$ cat config.mk
export PLATFORM = sky130hd
export DESIGN_NAME = vcve2_dmem_scheduler
export DESIGN_NICKNAME = d
export VERILOG_FILES = /design/src/rtl/vcve2_dmem_pkg.sv /design/src/rtl/vcve2_dmem_owner_fifo.sv /design/src/rtl/vcve2_dmem_scheduler.sv
export SDC_FILE = /design/constraint.sdc
export NUM_CORES = 1
export LEC_CHECK = 0
export BUFFER_PORTS_ARGS = -buffer_cell sky130_fd_sc_hd__buf_4
export CORE_AREA = 10 10 114 116
export CTS_BUF_LIST = sky130_fd_sc_hd__clkbuf_8
export DETAILED_ROUTE_END_ITERATION = 8
export DIE_AREA = 0 0 124 126
export GPL_TIMING_DRIVEN = 1
export PLACE_DENSITY_LB_ADDON = 0.08
export SKIP_LAST_GASP = 1
export SLEW_MARGIN = 10
export SYNTH_ARGS = -nofsm -noshare
export SYNTH_HDL_FRONTEND = slang
export SYNTH_SLANG_ARGS = --single-unit
$ cat constraint.sdc
create_clock -name clk_i -period 5.3 [get_ports clk_i]
set_clock_uncertainty 0.15 [all_clocks]
set_input_delay 1.06 -clock clk_i [delete_from_list [all_inputs] [get_ports clk_i]]
set_output_delay 1.06 -clock clk_i [all_outputs]
set_load 0.05 [all_outputs]
$ cat src/rtl/vcve2_dmem_pkg.sv
// Shared types for the data-memory scheduler: owner tags, FSM states and the address-phase bundle.
// Holds types only; it has no timing or flow-control behaviour of its own.
package vcve2_dmem_pkg;

   typedef enum logic {OWNER_LSU, OWNER_VRF} dmem_owner_e;

   typedef enum logic {SCHED_IDLE, SCHED_HOLD} dmem_sched_state_e;

   typedef struct packed {
      logic        we;
      logic [3:0]  be;
      logic [31:0] addr;
      logic [31:0] wdata;
   } dmem_req_t;

   function automatic dmem_owner_e other_owner(input dmem_owner_e o);
      return (o == OWNER_VRF) ? OWNER_LSU : OWNER_VRF;
   endfunction

endpackage

$ cat src/rtl/vcve2_dmem_owner_fifo.sv
// Owner-tag FIFO: records the requester of each issued transaction; push/pop take effect on the next edge.
// Flow control: a push while full and a pop while empty are both dropped, so the count never wraps.
module vcve2_dmem_owner_fifo
   import vcve2_dmem_pkg::*;
#(
   parameter int unsigned  Depth = 2,
   localparam int unsigned PtrW  = (Depth > 1) ? $clog2(Depth) : 1,
   localparam int unsigned CntW  = $clog2(Depth + 1)
) (
   input  logic            clk_i,
   input  logic            rst_i,
   input  logic            push_i,
   input  dmem_owner_e     push_owner_i,
   input  logic            pop_i,
   output logic            full_o,
   output logic            empty_o,
   output dmem_owner_e     head_o,
   output logic [CntW-1:0] count_o
);

   dmem_owner_e     mem_q [Depth];
   logic [PtrW-1:0] wr_ptr_q;
   logic [PtrW-1:0] rd_ptr_q;
   logic [CntW-1:0] count_q;
   logic            do_push;
   logic            do_pop;

   // Pointers wrap at Depth, which need not be a power of two.
   function automatic logic [PtrW-1:0] ptr_inc(input logic [PtrW-1:0] p);
      return (p == PtrW'(Depth - 1)) ? '0 : p + PtrW'(1);
   endfunction

   assign full_o  = (count_q == CntW'(Depth));
   assign empty_o = (count_q == '0);
   assign head_o  = mem_q[rd_ptr_q];
   assign count_o = count_q;
   assign do_push = push_i && !full_o;
   assign do_pop  = pop_i && !empty_o;

   always_ff @(posedge clk_i or posedge rst_i) begin
      if (rst_i) begin
         wr_ptr_q <= '0;
         rd_ptr_q <= '0;
         count_q  <= '0;
         for (int i = 0; i < Depth; i++) begin
            mem_q[i] <= OWNER_LSU;
         end
      end else begin
         if (do_push) begin
            mem_q[wr_ptr_q] <= push_owner_i;
            wr_ptr_q        <= ptr_inc(wr_ptr_q);
         end
         if (do_pop) begin
            rd_ptr_q <= ptr_inc(rd_ptr_q);
         end
         if (do_push && !do_pop) begin
            count_q <= count_q + CntW'(1);
         end else if (do_pop && !do_push) begin
            count_q <= count_q - CntW'(1);
         end
      end
   end

endmodule

$ cat src/rtl/vcve2_dmem_scheduler.sv
// Round-robin arbiter sharing the data-memory port between VRF and LSU; grant/response paths add zero cycles.
// Backpressure: a stalled address phase is locked to its owner, and new requests stall while MaxOutstanding are in flight.
module vcve2_dmem_scheduler
   import vcve2_dmem_pkg::*;
#(
   parameter int unsigned MaxOutstanding = 2
) (
   input  logic        clk_i,
   input  logic        rst_i,

   output logic        data_req_o,
   output logic        data_we_o,
   output logic [3:0]  data_be_o,
   output logic [31:0] data_addr_o,
   output logic [31:0] data_wdata_o,
   input  logic        data_gnt_i,
   input  logic        data_rvalid_i,
   input  logic        data_err_i,
   input  logic [31:0] data_rdata_i,

   input  logic        vrf_data_req_i,
   input  logic        vrf_data_we_i,
   input  logic [3:0]  vrf_data_be_i,
   input  logic [31:0] vrf_data_addr_i,
   input  logic [31:0] vrf_data_wdata_i,
   output logic        vrf_data_gnt_o,
   output logic        vrf_data_rvalid_o,
   output logic        vrf_data_err_o,
   output logic [31:0] vrf_data_rdata_o,

   input  logic        lsu_data_req_i,
   input  logic        lsu_data_we_i,
   input  logic [3:0]  lsu_data_be_i,
   input  logic [31:0] lsu_data_addr_i,
   input  logic [31:0] lsu_data_wdata_i,
   output logic        lsu_data_gnt_o,
   output logic        lsu_data_rvalid_o,
   output logic        lsu_data_err_o,
   output logic [31:0] lsu_data_rdata_o,

   output logic        busy_o,
   output logic        protocol_err_o
);

   localparam int unsigned CntW = $clog2(MaxOutstanding + 1);

   dmem_sched_state_e state_q;
   dmem_sched_state_e state_d;
   dmem_owner_e       last_q;
   dmem_owner_e       hold_owner_q;
   dmem_owner_e       owner;
   dmem_owner_e       head;
   dmem_req_t         vrf_fields;
   dmem_req_t         lsu_fields;
   dmem_req_t         sel_fields;
   logic              owner_req;
   logic              grant;
   logic              fifo_full;
   logic              fifo_empty;
   logic [CntW-1:0]   fifo_count;
   logic              perr_q;
   logic              resp_vld;

   assign vrf_fields = '{we: vrf_data_we_i, be: vrf_data_be_i,
                         addr: vrf_data_addr_i, wdata: vrf_data_wdata_i};
   assign lsu_fields = '{we: lsu_data_we_i, be: lsu_data_be_i,
                         addr: lsu_data_addr_i, wdata: lsu_data_wdata_i};

   // Idle requesters and reset both park the mux on the LSU fields.
   always_comb begin
      owner = OWNER_LSU;
      if (rst_i) begin
         owner = OWNER_LSU;
      end else if (state_q == SCHED_HOLD) begin
         owner = hold_owner_q;
      end else if (vrf_data_req_i && lsu_data_req_i) begin
         owner = other_owner(last_q);
      end else if (vrf_data_req_i) begin
         owner = OWNER_VRF;
      end
   end

   assign owner_req  = (owner == OWNER_VRF) ? vrf_data_req_i : lsu_data_req_i;
   assign sel_fields = (owner == OWNER_VRF) ? vrf_fields : lsu_fields;

   assign data_req_o   = owner_req && !fifo_full && !rst_i;
   assign data_we_o    = sel_fields.we;
   assign data_be_o    = sel_fields.be;
   assign data_addr_o  = sel_fields.addr;
   assign data_wdata_o = sel_fields.wdata;

   assign grant          = data_gnt_i && data_req_o;
   assign vrf_data_gnt_o = grant && (owner == OWNER_VRF);
   assign lsu_data_gnt_o = grant && (owner == OWNER_LSU);

   assign resp_vld          = data_rvalid_i && !fifo_empty;
   assign vrf_data_rvalid_o = resp_vld && (head == OWNER_VRF);
   assign lsu_data_rvalid_o = resp_vld && (head == OWNER_LSU);
   assign vrf_data_err_o    = vrf_data_rvalid_o && data_err_i;
   assign lsu_data_err_o    = lsu_data_rvalid_o && data_err_i;
   assign vrf_data_rdata_o  = data_rdata_i;
   assign lsu_data_rdata_o  = data_rdata_i;

   assign busy_o         = (state_q == SCHED_HOLD) || (fifo_count != '0);
   assign protocol_err_o = perr_q;

   always_comb begin
      state_d = state_q;
      case (state_q)
         SCHED_IDLE: if (data_req_o && !data_gnt_i) state_d = SCHED_HOLD;
         // A requester withdrawing mid-phase is tolerated silently.
         SCHED_HOLD: if (grant || !owner_req) state_d = SCHED_IDLE;
         default:    state_d = SCHED_IDLE;
      endcase
   end

   always_ff @(posedge clk_i or posedge rst_i) begin
      if (rst_i) begin
         state_q      <= SCHED_IDLE;
         last_q       <= OWNER_LSU;
         hold_owner_q <= OWNER_LSU;
         perr_q       <= 1'b0;
      end else begin
         state_q <= state_d;
         if (state_d == SCHED_HOLD) begin
            hold_owner_q <= owner;
         end
         if (grant) begin
            last_q <= owner;
         end
         if (data_rvalid_i && fifo_empty) begin
            perr_q <= 1'b1;
         end
      end
   end

   vcve2_dmem_owner_fifo #(
      .Depth(MaxOutstanding)
   ) u_owner_fifo (
      .clk_i       (clk_i),
      .rst_i       (rst_i),
      .push_i      (grant),
      .push_owner_i(owner),
      .pop_i       (data_rvalid_i),
      .full_o      (fifo_full),
      .empty_o     (fifo_empty),
      .head_o      (head),
      .count_o     (fifo_count)
   );

endmodule
==> metrics.txt, run 1 <==
fmax 265.0 MHz; number of global-route vias before repair 2,052; Slowest-stage cell, CP nor2_1; CTS resizes 0; PortBufs 222; Finished Layout Cells slightly below 500; WP data arrival 2.56 ns; share of cells above drive strength 1 approximately 66%; CTS root buf clkbuf_8; worst slew pin tran 0.4405 ns; number of fill cells 1,137; hpwl dp 8500 um; synthesized area per cell 9.736 sq um; Layout Nets 530; Die Area 15,620 sq um; routed via count 1,920; crit-path max cell delay 0.36 ns; Worst VDD drop ~0.00018 V; TritonRoute pass-1 iters 4; final hold vios 0; Num Clock Sinks 10; H-tree depth 1; initial core utilization approximately 18%; Post-Syn Instances 197; Clk Latency, worst-skew pair about 0.23 ns; routed vias/inst 3.910; CP bufs+invs 3; Rows 38; Final Instance Area 3302 sq um; drt wl/cell 19.71 um; GR Overflow Total 0; crit path cell chain buf_4 > inv_1 > nand3_1 > nor2_1 > and2_1 > buf_4; fin crit share 71.19%; RSZ-0062 raised after global routing false; register area share after synthesis 13.05%; Critical Path Most Common Cell buf_4; Hold Buf Count CTS 0; cts bufs inserted 3; count of cell types in the netlist 32; Tot GR Track Use 10.90%; area of placed instances 3247 sq um; status finished, final reports clean; Max Cap Viol 0; Final GP Congestion 0.7684; Die Ht 126 um; Tmin final 3.773 ns; crit end category output port; CTS tree built; static leakage 1.640 nW; initial antenna violation count 0; Inst Count DP 487; global-route wire length before repair roughly 13,000 um; area of the multi-input gates around 1100 sq um; Core Util, Final 30.87%; FF+latch area 250.2 sq um; Max Slew Vio Count 0; Hold WC Path Type register to register; DRT antenna net count 0; worst endpoint required time 4.09 ns; n_diodes 0; Synth-to-Final Area Change 72.15%; core box area 10,700 sq um; syn nets 375; worst-path fanout max 12; CP startpoint kind input pin; CP top delay family simple AND/OR/NAND/NOR gates; largest net degree at the start of global routing between 70 and 80; Mapped Area between 1500 and 2000 sq um; Synth Register Bits 10; Post-CTS Setup Bufs 0; Final setup violation count 0; WL final 9680 um; TNS Setup 0 ns; worst relative slew slack a little over two thirds; kind of critical path input pin to output port; YS warnings 0; DR iter-0 viols 42; final routed DRC violation total 0; power per cell area 329.0 nW/um^2; clk slew on worst S/H paths ~0.050 ns; Design Power 1.086 mW; CTS Buffer Depth 2; Die W 124 um; I/O Pins 319
==> report_power, final <==
group / leakage (nW) / total [mW] / internal (mW) / switching [mW]
Sequential: 0.121 / 0.151 / 0.108 / 0.0426
Combinational: 1.49 / 0.842 / 0.317 / 0.525
Clock: 0.0288 / 0.0936 / 0.0652 / 0.0284
Total: 1.64 / 1.09 / 0.490 / 0.596
==> synth_stat cells <==
library cell	count	area (sq um)
nand2b_1	1	6.260
mux2_1	71	799.5
nor3b_1	1	7.510
nor2b_1	3	18.77
nand3_2	1	10.01
o211ai_2	1	12.51
or3b_1	1	8.760
and4b_1	1	10.01
buf_4	69	518.0
buf_6	1	11.26
nand2_1	3	11.26
and2_1	1	6.260
o21ai_1	1	5.000
a2111oi_4	1	27.53
a21o_1	2	15.01
ha_1	1	12.51
nand4bb_1	1	11.26
dfrtp_1	10	250.2
a31o_1	1	8.760
nand3_1	2	10.01
nor2_1	6	22.52
nand3b_1	1	7.510
xnor2_1	2	17.52
mux2i_1	2	20.02
xor2_1	3	26.28
buf_2	3	15.01
a22o_1	1	8.760
nor3_1	2	10.01
inv_1	1	3.750
or3_1	1	6.260
mux2_4	1	15.01
a21oi_1	1	5.000
==> cells in the final DEF, fill, tap and decap left out, types with 2 or more instances in the layout <==
master / instances
clkbuf_8: 4
mux2_1: 71
dfrtp_1: 10
nand2_1: 3
xnor2_1: 2
nand3_1: 2
mux2i_1: 2
xor2_1: 3
nor3_1: 2
a21o_1: 2
nor2_1: 6
buf_4: 222
nor2b_1: 3
==> worst reg2reg max path, cell delays in order, from the launching register on <==
cell and delay (ns):
dfrtp_1 0.49, nand2b_1 0.17, nand3_1 0.19, nor2_1 0.36, ha_1 0.23, xor2_1 0.16
nor2_1 0.06, xor2_1 0.13
==> layer usage <==
layer	vias up	GRT usage (%)	wire [um]
met1	843	11.37	3461
li1	929	-	-
met3	2	4.602	1265
met2	146	20.33	4938
met5	-	0	0
met4	0	0.9485	14
==> layout make-up <==
cell class | count | share of cell area [%]
Sequential cell | 10 | 7.579
Tap cell | 140 | 5.305
Clock buffer | 4 | 1.667
Inverter | 1 | 0.1137
Timing Repair Buffer | 223 | 51.08
Multi-Input combinational cell | 113 | 34.26
==> cells by family after synthesis <==
group	synth area share (%)
and+or+nand+nor	7.633
adders and majority gates	0.6522
buffers and inverters	28.57
AOI/OAI and AO/OA	4.305
muxes	43.51
xor gates and xnor gates	2.284
DFF	13.05
==> state kept, by name, indices dropped and copies added, names as in the netlist <==
signal                 cells
u_owner_fifo.count_o       2
u_owner_fifo.mem_q         2
hold_owner_q               1
last_q                     1
protocol_err_o             1
state_q                    1
u_owner_fifo.rd_ptr_q      1
u_owner_fifo.wr_ptr_q      1
==> stage by stage <==
step                      hold WS (ns)  worst slack (ns)
final                           0.3137             1.527
after global routing            0.3479             1.315
after CTS                       0.3167             1.488
after detailed placement        0.3029             1.490
after global placement          0.3132             1.507
after floorplan                 0.3074             1.405
==> worst paths after layout <==
| check | startpoint | endpoint | slack [ns] | cells past startpoint |
|---|---|---|---|---|
| max in group asynchronous | rst_i | u_owner_fifo.mem_q[0] | 3.96 | 2 |
| worst max register to register | u_owner_fifo.count_o[0] | u_owner_fifo.count_o[1] | 3.24 | 7 |
| min in group asynchronous | rst_i | state_q | 0.73 | 2 |
| worst min-delay path | protocol_err_o | protocol_err_o | 0.31 | 1 |
| worst max-delay path | rst_i | vrf_data_gnt_o | 1.53 | 6 |
| worst min register to register | protocol_err_o | protocol_err_o | 0.31 | 1 |
Power figures use the tool's default switching activity.
==> run 2: changes to the inputs <==
--- a/config.mk
+++ b/config.mk
@@ -5,11 +5,12 @@
 export SDC_FILE = /design/constraint.sdc
 export NUM_CORES = 1
 export LEC_CHECK = 0
+export ABC_AREA = 1
 export BUFFER_PORTS_ARGS = -buffer_cell sky130_fd_sc_hd__buf_4
-export CORE_AREA = 10 10 114 116
+export CORE_AREA = 10 10 115 117
 export CTS_BUF_LIST = sky130_fd_sc_hd__clkbuf_8
 export DETAILED_ROUTE_END_ITERATION = 8
-export DIE_AREA = 0 0 124 126
+export DIE_AREA = 0 0 125 127
 export GPL_TIMING_DRIVEN = 1
 export PLACE_DENSITY_LB_ADDON = 0.08
 export SKIP_LAST_GASP = 1
==> constraint.sdc (replaced) <==
create_clock -name clk_i -period 3.89 [get_ports clk_i]
set_clock_uncertainty 0.15 [all_clocks]
set_input_delay 0.778 -clock clk_i [delete_from_list [all_inputs] [get_ports clk_i]]
set_output_delay 0.778 -clock clk_i [all_outputs]
set_load 0.05 [all_outputs]
==> metrics.txt, run 2 <==
Worst VDD drop 0.0001442 V (was 0.0001764 V); Worst Setup EP data_addr_o[11] (was vrf_data_gnt_o); Num Clock Sinks 10 (unchanged); Clk Latency, worst-skew pair 0.23 ns (about the same); fmax 334.7 MHz; Gate power share 81.1% (was 77.5%); Final GP Congestion 0.7685 (was 0.7684); worst-path fanout max 48 (was 12); GR Overflow Total 0 (unchanged); synth top area cells nand2_1 (44%), buf_4 (28%), dfrtp_1 (13%), inv_1 (2.3%), buf_2 (1.8%) (was mux2_1 (42%), buf_4 (27%), dfrtp_1 (13%), a2111oi_4 (1.4%), xor2_1 (1.4%)); initial antenna violation count 0 (unchanged); most frequent cells in the layout buf_4 (226), nand2_1 (223), inv_1 (12) (was buf_4 (222), mux2_1 (71), dfrtp_1 (10)); P_sw 0.9137 mW (was 0.5961 mW); met3 wire len 1482 um (was 1265 um); clk slew on worst S/H paths 0.05 ns (about the same); TritonRoute pass-1 iters 4 (unchanged); part of the power in registers 12.2% (was 13.9%); Final setup violation count 0 (unchanged); FFs w/ async S/R, synth 100.0% (unchanged); crit-path max cell delay 0.44 ns (was 0.36 ns); Max Cap Viol 0 (unchanged); fin crit share 76.80%; YS warnings 0 (unchanged); CTS tree built (unchanged); Die W 125 um (was 124 um); Post-Route M1 WL 3536 um (was 3461 um); largest net degree at the start of global routing 49 (was 76); most frequent cell after synthesis nand2_1 (was mux2_1); Worst R2R Path Depth 11 (was 7); FF-to-FF End u_owner_fifo.count_o[1] (unchanged); initial core utilization 17.36% (was 17.93%); Slowest-stage cell, CP buf_4 (was nor2_1); highest metal used met4 (unchanged); R2R Setup Slk 1.73 ns (was 3.24 ns); hpwl dp 9091 um (was 8500 um); routed via count 2,570 (was 1,920); Tmin final roughly 3.0 ns; EDFF count, synth 0 (unchanged); n_diodes 0 (unchanged); internal power 0.6096 mW (was 0.4901 mW); reg2reg start state_q (was u_owner_fifo.count_o[0]); register area share after synthesis 12.95% (was 13.05%); CP bufs+invs 3 (unchanged); WL final 10,460 um (was 9680 um); Core Util, Final 29.59% (was 30.87%); routed wire length on met2 5207 um (was 4938 um); Hold WC Path Type register to register (unchanged); Synth-to-Final Area Change 70.40% (was 72.15%); count of cell types in the netlist 23 (was 32); Hold Buf Count CTS 0 (unchanged); leading area contributor after synthesis nand2_1 (was mux2_1); routed vias/inst 3.942 (was 3.910); PortBufs 222 (unchanged); number of fill cells 1,289 (was 1,137); CTS Buffer Depth 2 (unchanged); CP startpoint kind input pin (unchanged); Post-Syn Instances 358 (was 197); crit path cell chain buf_4 > nand2_1 > nand2_1 > nand2_1 > nand2_2 > buf_4 > nand2_1 > nand2_1 > buf_4 (was buf_4 > inv_1 > nand3_1 > nor2_1 > and2_1 > buf_4); I/O Pins 319 (unchanged); WP data arrival 2.06 ns (was 2.56 ns); commonest non-fill, non-tap cell in the layout buf_4 (unchanged); RSZ-0062 raised after global routing false (unchanged); CTS resizes 0 (unchanged); Layout Nets 689 (was 530); drt wl/cell 16.04 um (was 19.71 um); crit end category output port (unchanged); worst relative slew slack 65.93% (was 70.60%); CP top delay family buffers and inverters (was simple AND/OR/NAND/NOR gates); Die Area 15,880 sq um (was 15,620 sq um); CTS root buf clkbuf_8 (unchanged); H-tree depth 1 (unchanged); Main synth FF type dfrtp_1 (unchanged); final hold vios 0 (unchanged); share of cells above drive strength 1 46.76% (was 66.10%); global-route wire length before repair 15,320 um (was 13,270 um); Yosys top cell area share 43.52% (was 41.68%); Max Slew Vio Count 0 (unchanged); core box area 11,130 sq um (was 10,700 sq um); Crit. Startpoint lsu_data_req_i (was rst_i); Critical Path Most Common Cell nand2_1 (was buf_4); Die Ht 127 um (was 126 um); Mapped Area 1932 sq um (was 1918 sq um); Synth top cells by count nand2_1 (224), buf_4 (71), inv_1 (12) (was mux2_1 (71), buf_4 (69), dfrtp_1 (10)); Synth Register Bits 10 (unchanged); worst slew pin tran 0.5111 ns (was 0.4405 ns); synthesized area per cell 5.396 sq um (was 9.736 sq um); static leakage 2.018 nW (was 1.640 nW); Sw Share 59.98% (was 54.88%); Tot GR Track Use 11.82% (was 10.90%); worst endpoint required time 2.96 ns (was 4.09 ns); WHS 0.3069 ns (was 0.3137 ns); cts bufs inserted 3 (unchanged); status finished, final reports clean (unchanged); Design Power 1.523 mW (was 1.086 mW); DR iter-0 viols 71 (was 42); Post-CTS Setup Bufs 0 (unchanged); syn nets 536 (was 375); final routed DRC violation total 0 (unchanged); kind of critical path input pin to output port (unchanged); power per cell area 462.7 nW/um^2 (was 329.0 nW/um^2); Crit path depth 9 (was 6); number of global-route vias before repair 2,684 (was 2,052); DRT antenna net count 0 (unchanged); Clock power frac 6.7% (was 8.6%); Rows 39 (was 38); TNS Setup 0 ns (unchanged)
==> run 2: cell types whose count changed in the layout (fill, tap and decap cells not counted), sizes merged, moves of 2 or more <==
cell / previous run / this run
a21oi: 1 / 3
buf: 223 / 227
inv: 1 / 13
mux2: 72 / 0
mux2i: 2 / 0
nand2: 3 / 225
nand3: 3 / 5
nand4: 0 / 3
nor2b: 3 / 0
o21ai: 1 / 6
xor2: 3 / 0
==> run 2: final cells by class <==
type	count	area [sq um]	share of cell area [%]
multi-input combinational	256	1054	32.00
timing repair buffer	227	1717	52.15
clock buffer	3	41.29	1.254
inverter	13	51.30	1.558
sequential	10	250.2	7.602
tap	143	178.9	5.435
==> run 2: worst min-delay path by stage <==
stage	startpoint	endpoint	slack, ns	cells past startpoint
floorplan	u_owner_fifo.mem_q[1]	u_owner_fifo.mem_q[1]	0.29	2
global placement	protocol_err_o	protocol_err_o	0.30	1
detailed placement	protocol_err_o	protocol_err_o	0.30	1
CTS	protocol_err_o	protocol_err_o	0.32	1
global route	protocol_err_o	protocol_err_o	0.34	1
finish	protocol_err_o	protocol_err_o	0.31	1
==> run 2: cell families (layout without fill, tap and decap cells) <==
logic type | after synthesis | count (layout) | synth area share (%)
AO/OA/AOI/OAI | 10 | 10 | 3.497
AND/OR/NAND/NOR | 242 | 242 | 48.90
flip-flops | 10 | 10 | 12.95
adder cells (fa/ha/maj) | 1 | 1 | 0.6476
buffers and inverters | 92 | 243 | 32.64
XOR/XNOR | 3 | 3 | 1.360
==> run 2: worst reg2reg max path, delay by kind of cell, from the launching register on <==
| kind | cells | cell delay (ns) |
|---|---|---|
| compound gates | 2 | 0.25 |
| xor+xnor | 1 | 0.14 |
| fa+ha+maj | 1 | 0.30 |
| buf+inv | 2 | 0.39 |
| flops | 1 | 0.39 |
| simple gates | 5 | 0.43 |
==> run 2: per-layer routing <==
metal / vias up / track usage [%]
li1: 1313 / -
met1: 1077 / 11.79
met2: 151 / 20.39
met3: 29 / 6.741
met4: 0 / 3.997
met5: - / 0
==> run 2: stage by stage <==
stage,instance area [sq um],cells,setup slack [ns]
after floorplan,1932,358,0.9281
after global placement,3251,649,0.8981
after detailed placement,3251,649,0.9133
after CTS,3292,652,0.9152
after global routing,3292,652,0.7528
final,3292,652,0.9025
==> run 2: power groups by stage <==
stage | Clock (mW) | Combinational, mW | Sequential (mW)
after detailed placement | 0 | 1.25 | 0.188
after CTS | 0.108 | 1.26 | 0.187
after global placement | 0 | 1.25 | 0.189
after global routing | 0.116 | 1.32 | 0.191
final | 0.102 | 1.24 | 0.186
after floorplan | 0 | 1.00 | 0.177
==> run 3: changes to the inputs <==
==> constraint.sdc (replaced) <==
create_clock -name clk_i -period 2.99 [get_ports clk_i]
set_clock_uncertainty 0.15 [all_clocks]
set_input_delay 0.598 -clock clk_i [delete_from_list [all_inputs] [get_ports clk_i]]
set_output_delay 0.598 -clock clk_i [all_outputs]
set_load 0.05 [all_outputs]
==> metrics.txt, run 3 (synthesis gave the netlist of run 2 again) <==
commonest non-fill, non-tap cell in the layout buf_4 (unchanged); CTS resizes 0 (unchanged); PortBufs 222 (unchanged); CTS root buf clkbuf_8 (unchanged); TNS Setup 0 ns (unchanged); Tot GR Track Use 11.34% (was 11.82%); Final Instance Area 3326 sq um (was 3292 sq um); core box area 11,130 sq um (unchanged); Finished Layout Cells 654 (was 652); initial core utilization 17.36% (unchanged); fin crit share between 80% and 90%; Layout Nets 690 (was 689); initial antenna violation count 0 (unchanged); DRT antenna net count 0 (unchanged); CTS Buffer Depth 2 (unchanged); TritonRoute pass-1 iters 4 (unchanged); area of placed instances 3271 sq um (was 3251 sq um); Synth-to-Final Area Change 72.15% (was 70.40%); worst slew pin tran 0.4479 ns (was 0.5111 ns); WL final 10,090 um (was 10,460 um); number of global-route vias before repair 2,649 (was 2,684); n_diodes 0 (unchanged); Worst Slack Setup Final 0.5076 ns (was 0.9025 ns); Die Ht 127 um (unchanged); Die Area 15,880 sq um (unchanged); Final GP Congestion 0.7589 (was 0.7685); Worst VDD drop 0.0001969 V (was 0.0001442 V); Core Util, Final 29.89% (was 29.59%); CTS tree built (unchanged); final routed DRC violation total 0 (unchanged); most frequent cells in the layout buf_4 (226), nand2_1 (223), inv_1 (12) (unchanged); worst-path fanout max 29 (was 48); FF+latch area 250.2 sq um (unchanged); DR iter-0 viols 49 (was 71); FF-to-FF End u_owner_fifo.count_o[1] (unchanged); Rows 39 (unchanged); status finished, final reports clean (unchanged); DP Worst Slack 0.4768 ns (was 0.9133 ns); power per cell area 607.7 nW/um^2 (was 462.7 nW/um^2); I/O Pins 319 (unchanged); Max Cap Viol 0 (unchanged); Post-CTS Setup Bufs 0 (unchanged); Die W 125 um (unchanged); reg2reg start state_q (unchanged); largest net degree at the start of global routing 40 (was 49); hpwl dp 8847 um (was 9091 um); Tmin final 2.482 ns; H-tree depth 1 (unchanged); kind of critical path input pin to output port (unchanged); static leakage 2.033 nW (was 2.018 nW); clk slew on worst S/H paths 0.05 ns (about the same); Worst R2R Path Depth 9 (was 11); final hold vios 0 (unchanged); area of the multi-input gates 1054 sq um (unchanged); RSZ-0062 raised after global routing false (unchanged); R2R Setup Slk 1.07 ns (was 1.73 ns); cts bufs inserted 3 (unchanged); fmax slightly above 400 MHz; routed vias/inst 3.878 (was 3.942); drt wl/cell 15.43 um (was 16.04 um); global-route wire length before repair 14,730 um (was 15,320 um); WP data arrival 1.73 ns (was 2.06 ns); worst relative slew slack 69.94% (was 65.93%); crit end category output port (unchanged); Crit. Startpoint lsu_data_req_i (unchanged); Clk Latency, worst-skew pair 0.24 ns (was 0.23 ns); Hold Buf Count CTS 0 (unchanged); Inst Count DP 650 (was 649); routed via count 2,536 (was 2,570); GR Overflow Total 0 (unchanged); Num Clock Sinks 10 (unchanged); CP startpoint kind input pin (unchanged); Final setup violation count 0 (unchanged); Max Slew Vio Count 0 (unchanged); worst endpoint required time 2.24 ns (was 2.96 ns); number of fill cells 1,257 (was 1,289); Worst Setup EP data_wdata_o[14] (was data_addr_o[11]); Hold WC Path Type input pin to asynchronous set/reset pin (was register to register); share of cells above drive strength 1 46.97% (was 46.76%)
-- run 3: cell count changes in the layout (fill, tap and decap cells not counted), sizes merged --
cell / previous run / this run
buf: 227 / 228
clkbuf: 3 / 4
-- run 3: worst max-delay path, stage by stage --
cell	delay, ns
buf_4	0.09
nand2_1	0.05
nand2_1	0.05
nand2_1	0.07
nand2_2	0.15
buf_4	0.33
nand2_1	0.11
nand2_1	0.08
buf_4	0.19
-- run 3: where the power goes --
group	total (mW)	internal, mW	switching [mW]
sequential	0.241	0.191	0.0501
combinational	1.61	0.521	1.09
clock	0.173	0.116	0.0570
total	2.02	0.828	1.19
-- run 3: cell type report --
class / count / share of cell area [%]
repair buffers: 228 / 52.22
inverters: 13 / 1.543
flip-flops and latches: 10 / 7.524
well taps: 143 / 5.380
multi-input cells: 256 / 31.68
clock buffers: 4 / 1.655
-- run 3: routing by layer --
| layer | GRT usage (%) | wire length, um |
|---|---|---|
| met3 | 7.237 | 1487 |
| met5 | 0 | 0 |
| met2 | 20.36 | 5071 |
| met1 | 10.25 | 3288 |
| met4 | 3.794 | 242 |
-- run 3: worst min path at each step --
stage                                     start                 endpoint  depth (start not counted)
after floorplan           u_owner_fifo.mem_q[1]    u_owner_fifo.mem_q[1]                          2
after global placement           protocol_err_o           protocol_err_o                          1
after detailed placement         protocol_err_o           protocol_err_o                          1
after CTS                                 rst_i  u_owner_fifo.count_o[0]                          3
after global routing                      rst_i  u_owner_fifo.count_o[0]                          3
final                                     rst_i             hold_owner_q                          3
-- run 3: stage by stage --
stage                     power (mW)  hold WS [ns]
after floorplan                1.536        0.2938
after global placement         1.879        0.3025
after detailed placement       1.878        0.2995
after CTS                      2.060        0.2592
after global routing           2.169        0.2634
final                          2.021        0.2505
